[src/rtl/matrix_frame_ctrl_if.sv]
// Host/driver-facing bundle of matrix_frame_ctrl.
// MATRIX_FRAME_READBACK_EN adds the rd/rdata back-buffer read port.
interface matrix_frame_ctrl_if #(
   parameter int BW = 4
);
   logic          wr;
   logic [2:0]    addr;
   logic [7:0]    wdata;
   logic          swap;
   logic          enable;
   logic [BW-1:0] bright;
   logic          ready;
   logic          frame;
   logic          oe;
   logic [63:0]   data;
`ifdef MATRIX_FRAME_READBACK_EN
   logic          rd;
   logic [7:0]    rdata;

   modport master (
      output wr, addr, wdata, swap,
      output enable, bright, rd,
      input  ready, frame, oe, data,
      input  rdata
   );

   modport slave (
      input  wr, addr, wdata, swap,
      input  enable, bright, rd,
      output ready, frame, oe, data,
      output rdata
   );
`else
   modport master (
      output wr, addr, wdata, swap,
      output enable, bright,
      input  ready, frame, oe, data
   );

   modport slave (
      input  wr, addr, wdata, swap,
      input  enable, bright,
      output ready, frame, oe, data
   );
`endif
endinterface

[src/rtl/matrix_frame_ctrl.sv]
// Double-buffered 8x8 frame controller with tear-free swap and OE duty.
// MATRIX_FRAME_READBACK_EN adds a one-cycle-latency back-buffer read.
module matrix_frame_ctrl #(
   parameter int BW = 4
) (
   input  logic               i_clk,
   input  logic               i_rst,
   matrix_frame_ctrl_if.slave bus
);

   logic [7:0]    r_buf_a [8];
   logic [7:0]    r_buf_b [8];
   logic          r_front;
   logic          r_pend;
   logic          r_oe;
   logic          r_frame;
   logic [2:0]    r_ph;
   logic [BW-1:0] r_fcnt;

   logic          w_ready;
   logic          w_bnd;
   logic          w_wr;
   logic          w_swap_req;
   logic          w_swap_do;
   logic [BW-1:0] w_fcnt_nxt;
   logic [63:0]   w_data;

   assign w_ready    = ~r_pend;
   assign w_bnd      = bus.enable && (r_ph == 3'd7);
   assign w_wr       = bus.wr && w_ready;
   assign w_swap_req = bus.swap && w_ready;
   // A disabled display has no frame to protect.
   assign w_swap_do  = r_pend && (w_bnd || !bus.enable);
   assign w_fcnt_nxt = r_fcnt + 1'b1;

   always_ff @(posedge i_clk) begin
      if (i_rst) begin
         for (int i = 0; i < 8; i++) begin
            r_buf_a[i] <= '0;
            r_buf_b[i] <= '0;
         end
      end else if (w_wr) begin
         if (r_front)
            r_buf_a[bus.addr] <= bus.wdata;
         else
            r_buf_b[bus.addr] <= bus.wdata;
      end
   end

   always_ff @(posedge i_clk) begin
      if (i_rst) begin
         r_front <= 1'b0;
         r_pend  <= 1'b0;
      end else if (w_swap_do) begin
         r_front <= ~r_front;
         r_pend  <= 1'b0;
      end else if (w_swap_req) begin
         r_pend  <= 1'b1;
      end
   end

   always_ff @(posedge i_clk) begin
      if (i_rst) begin
         r_ph    <= '0;
         r_fcnt  <= '0;
         r_oe    <= 1'b0;
         r_frame <= 1'b0;
      end else begin
         r_frame <= w_bnd;
         if (!bus.enable) begin
            r_ph <= '0;
            r_oe <= 1'b0;
         end else begin
            r_ph <= r_ph + 3'd1;
            if (w_bnd) begin
               r_fcnt <= w_fcnt_nxt;
               r_oe   <= (w_fcnt_nxt <= bus.bright);
            end
         end
      end
   end

   always_comb begin
      w_data = '0;
      for (int r = 0; r < 8; r++) begin
         w_data[8*r +: 8] = r_front ? r_buf_b[r]
                                    : r_buf_a[r];
      end
   end

   assign bus.ready = w_ready;
   assign bus.frame = r_frame;
   assign bus.oe    = r_oe;
   assign bus.data  = w_data;

`ifdef MATRIX_FRAME_READBACK_EN
   logic [7:0] r_rdata;

   // Reads see the pre-write byte on a same-cycle write.
   always_ff @(posedge i_clk) begin
      if (i_rst)
         r_rdata <= '0;
      else if (bus.rd)
         r_rdata <= r_front ? r_buf_a[bus.addr]
                            : r_buf_b[bus.addr];
   end

   assign bus.rdata = r_rdata;
`endif

endmodule

[src/flat_wrapper.sv]
// flat-port wrapper written by rule: the top's interface ports become plain ports
module matrix_frame_ctrl_flat 
#(
   parameter int BW = 4
)
  (i_clk, i_rst, bus_wr, bus_addr, bus_wdata, bus_swap, bus_enable, bus_bright, bus_ready, bus_frame, bus_oe, bus_data);
  matrix_frame_ctrl_if #(.BW(BW)) bus_i ();
  input  logic i_clk;
  input  logic i_rst;
  input wire logic [$bits(bus_i.wr)-1:0] bus_wr;
  input wire logic [$bits(bus_i.addr)-1:0] bus_addr;
  input wire logic [$bits(bus_i.wdata)-1:0] bus_wdata;
  input wire logic [$bits(bus_i.swap)-1:0] bus_swap;
  input wire logic [$bits(bus_i.enable)-1:0] bus_enable;
  input wire logic [$bits(bus_i.bright)-1:0] bus_bright;
  output wire logic [$bits(bus_i.ready)-1:0] bus_ready;
  output wire logic [$bits(bus_i.frame)-1:0] bus_frame;
  output wire logic [$bits(bus_i.oe)-1:0] bus_oe;
  output wire logic [$bits(bus_i.data)-1:0] bus_data;
  assign bus_i.wr = bus_wr;
  assign bus_i.addr = bus_addr;
  assign bus_i.wdata = bus_wdata;
  assign bus_i.swap = bus_swap;
  assign bus_i.enable = bus_enable;
  assign bus_i.bright = bus_bright;
  assign bus_ready = bus_i.ready;
  assign bus_frame = bus_i.frame;
  assign bus_oe = bus_i.oe;
  assign bus_data = bus_i.data;
  matrix_frame_ctrl #(.BW(BW)) u_core (.i_clk(i_clk), .i_rst(i_rst), .bus(bus_i));
endmodule
[config.mk]
export PLATFORM = sky130hd
export DESIGN_NAME = matrix_frame_ctrl_flat
export DESIGN_NICKNAME = d
export VERILOG_FILES = /design/src/rtl/matrix_frame_ctrl_if.sv /design/src/rtl/matrix_frame_ctrl.sv /design/src/flat_wrapper.sv
export SDC_FILE = /design/constraint.sdc
export NUM_CORES = 1
export LEC_CHECK = 0
export CORE_MARGIN = 3
export CORE_UTILIZATION = 40
export CTS_BUF_LIST = sky130_fd_sc_hd__clkbuf_8
export DETAILED_ROUTE_END_ITERATION = 10
export PLACE_DENSITY_LB_ADDON = 0.1
export SYNTH_ARGS = -nofsm -noshare
export SYNTH_HDL_FRONTEND = slang
export SYNTH_SLANG_ARGS = --single-unit
[constraint.sdc]
create_clock -name i_clk -period 1.8 [get_ports i_clk]
set_input_delay 0.27 -clock i_clk [delete_from_list [all_inputs] [get_ports i_clk]]
set_output_delay 0.27 -clock i_clk [all_outputs]
set_load 0.05 [all_outputs]
==> results_dict.tcl <==
set metrics [dict create \
    hpwl_mm 9.780 \
    endpoint_kind "output pin" \
    grt_pass1_vias 4163 \
    postLayoutSetupSlackWorst_ns -0.1180 \
    cts_tree "yes" \
    failed_checks "negative setup slack" \
    drt_iter0_drc 269 \
    yosysUniqueCellTypes 32 \
    start_util_pct 41.55 \
    io_buffers 86 \
    nets 632 \
    mostFrequentLayoutCell "nor2_1" \
    peakVddDrop_v 0.0004887 \
    clkTransAtPathRegs_ns 0.07 \
    clock.fmax_ghz 0.5214 \
    period_needed_ns 1.918 \
    hold_violations 0 \
    root_buffer "clkbuf_8" \
    hold_path_class "flip-flop to flip-flop" \
    clock_sinks 139 \
    final_max_slew_viol_count 0 \
    io-pin-count 87 \
    ys_seq_area_share_pct 66.30 \
    antenna_found_initial 0 \
    whs_ns 0.4204 \
    syn2layout_area_growth_pct 41.31 \
    die_x_um 129.8 \
    diodes 0 \
    dp_slack_ns -0.1765 \
    grt_pass1_wl_mm 23.46 \
    ys_warn_count 0 \
    leakagePower_nw 3.338 \
    die_area_um2 16850 \
    outcome "finished with violations" \
    grtUsageTotal_pct 19.04 \
    p_per_area_nw_per_um2 891.7 \
    grt_max_degree 17 \
    core_um2 14750 \
    critPathKind "flip-flop to output pin" \
    gr-total-overflow 0 \
    regArea_um2 4068 \
    netlist_area_um2 6130 \
    ant_nets 0 \
    instances_no_fill 802 \
    fin_total_pwr_mw 7.724 \
    final_cell_mix "nor2_1, edfxtp_1, mux2_4" \
    ys_ff_latch 139 \
    clock_latency_ns 0.45 \
    syn_inst 468 \
    gp_routability_congestion 0.7570 \
    multi_input_area_um2 2156 \
    dp.cells 757 \
    cts_max_level 4 \
    firstDrtPassIters 4 \
    rsz0062_at_grt "true" \
    path_max_fanout 8 \
    vias 4010 \
    chipHeight_um 129.8 \
    drive_gt1_share_pct 36.57 \
    synth.avg_cell_area_um2 13.10 \
    worstPathArrival_ns 1.65 \
    wirelength_mm 15.35 \
    clk_path_buf_depth 2 \
    fin_crit_sh_pct 106.6 \
    nFillCells 1216 \
    worst_pin_slew_ns 0.6483 \
    cap_violations 0 \
    relSlewSlack_pct 56.69 \
    synth_nets 495 \
    row_count 44 \
    required_ns 1.53 \
    vias_per_cell 5.000 \
    cts_buffers 17 \
    start_kind "flip-flop" \
    wl_per_cell_um 19.13 \
    drc 0 \
    final.setup_skew_ns 0.009151 \
    setup_viol 64 \
]
[synth_stat cells]
cell / n / share of area (%)
or3_1: 2 / 0.20
edfxtp_1: 128 / 63
a41oi_1: 1 / 0.14
o21ai_0: 3 / 0.24
nand2_1: 35 / 2.1
o211a_1: 1 / 0.16
or2_2: 1 / 0.10
o211ai_1: 1 / 0.12
nor2_1: 132 / 8.1
o21bai_1: 16 / 2.0
xnor2_1: 1 / 0.14
nand2b_1: 2 / 0.20
dfxtp_1: 11 / 3.6
buf_4: 2 / 0.24
mux2_2: 64 / 12
nor3b_2: 2 / 0.41
nand2_2: 4 / 0.41
ha_1: 7 / 1.4
xor2_1: 3 / 0.43
nor2_2: 1 / 0.10
clkbuf_2: 1 / 0.082
a21oi_1: 4 / 0.33
clkbuf_1: 2 / 0.12
nor2b_1: 8 / 0.82
mux2i_1: 1 / 0.16
buf_2: 17 / 1.4
nand3_4: 4 / 1.1
nand3_1: 3 / 0.24
o22ai_1: 1 / 0.10
buf_6: 2 / 0.37
and2_1: 4 / 0.41
inv_1: 4 / 0.24
[power breakdown]
| part | internal (mW) | switching [mW] | total, mW |
|---|---|---|---|
| sequential | 3.63 | 0.0390 | 3.67 |
| clock | 1.63 | 1.12 | 2.75 |
| combinational | 0.569 | 0.727 | 1.30 |
| total | 5.84 | 1.89 | 7.72 |
[critical path, cell delays in order (launching register included)]
cell and delay, ns:
dfxtp_4 0.39, buf_12 0.16, clkbuf_16 0.18, mux2_4 0.31, buf_8 0.15
[per-stage QoR]
step	TNS (ns)	instance area (um2)	util, %
final	-4.520	8662	58.71
after global routing	-7.544	8662	58.71
after global placement	-13.54	7284	49.37
after floorplan	0	6130	-
after detailed placement	-16.68	7284	49.37
after CTS	-8.264	8388	56.85
[sequential cells by signal, summed over array words and instances (netlist names)]
| name | cells |
|---|---|
| u_core.bus.frame | 1 |
| u_core.bus.oe | 1 |
| u_core.r_buf_a | 64 |
| u_core.r_pend | 1 |
| u_core.r_buf_b | 64 |
| u_core.r_front | 1 |
| u_core.r_fcnt | 4 |
| u_core.r_ph | 3 |
[layout make-up]
cell class | instances | area share [%]
Sequential cell | 139 | 46.96
Multi-Input combinational cell | 301 | 24.89
Timing Repair Buffer | 142 | 20.25
Clock buffer | 21 | 3.337
Tap cell | 184 | 2.658
Clock inverter | 11 | 1.733
Inverter | 4 | 0.1733
[final timing paths]
path,slack (ns),to,cells past startpoint,start
worst min-delay path,0.42,u_core.r_ph[0]$_SDFF_PP0_,1,u_core.r_ph[0]$_SDFF_PP0_
worst max register to register,0.13,u_core.r_buf_b[1][2]$_SDFFCE_PN0P_,5,u_core.r_front$_SDFFE_PP0P_
worst min register to register,0.42,u_core.r_ph[0]$_SDFF_PP0_,1,u_core.r_ph[0]$_SDFF_PP0_
worst max-delay path,-0.12,bus_data[18],4,u_core.r_front$_SDFFE_PP0P_
[timing repair]
| item | 4_1_cts | 5_1_grt |
|---|---|---|
| gates cloned | 4 | 2 |
| buffers inserted | 8 | 0 |
| endpoints found under the hold margin | 0 | 0 |
| resized for setup | 128 | 67 |
| setup endpoints to repair | 66 | 64 |
| hold buffers | 0 | 0 |
| pin swaps | 0 | 0 |
[layer usage]
layer | routed length (um) | vias to the layer above | global-route usage [%]
met1 | 6684 | 1969 | 24.61
met2 | 7575 | 104 | 30.94
met4 | 314 | 0 | 7.579
met3 | 769 | 22 | 4.789
met5 | 0 | - | 0
li1 | - | 1915 | -
[cells by family after synthesis]
group | after synthesis | synth area share, %
adder cells (fa/ha/maj) | 7 | 1.429
AO/OA/AOI/OAI | 27 | 3.062
flip-flops | 139 | 66.30
AND/OR/NAND/NOR | 198 | 14.27
XOR/XNOR | 4 | 0.5716
multiplexers | 65 | 11.92
buffers and inverters | 28 | 2.449
Note: power is estimated with default switching activity, not from simulation.
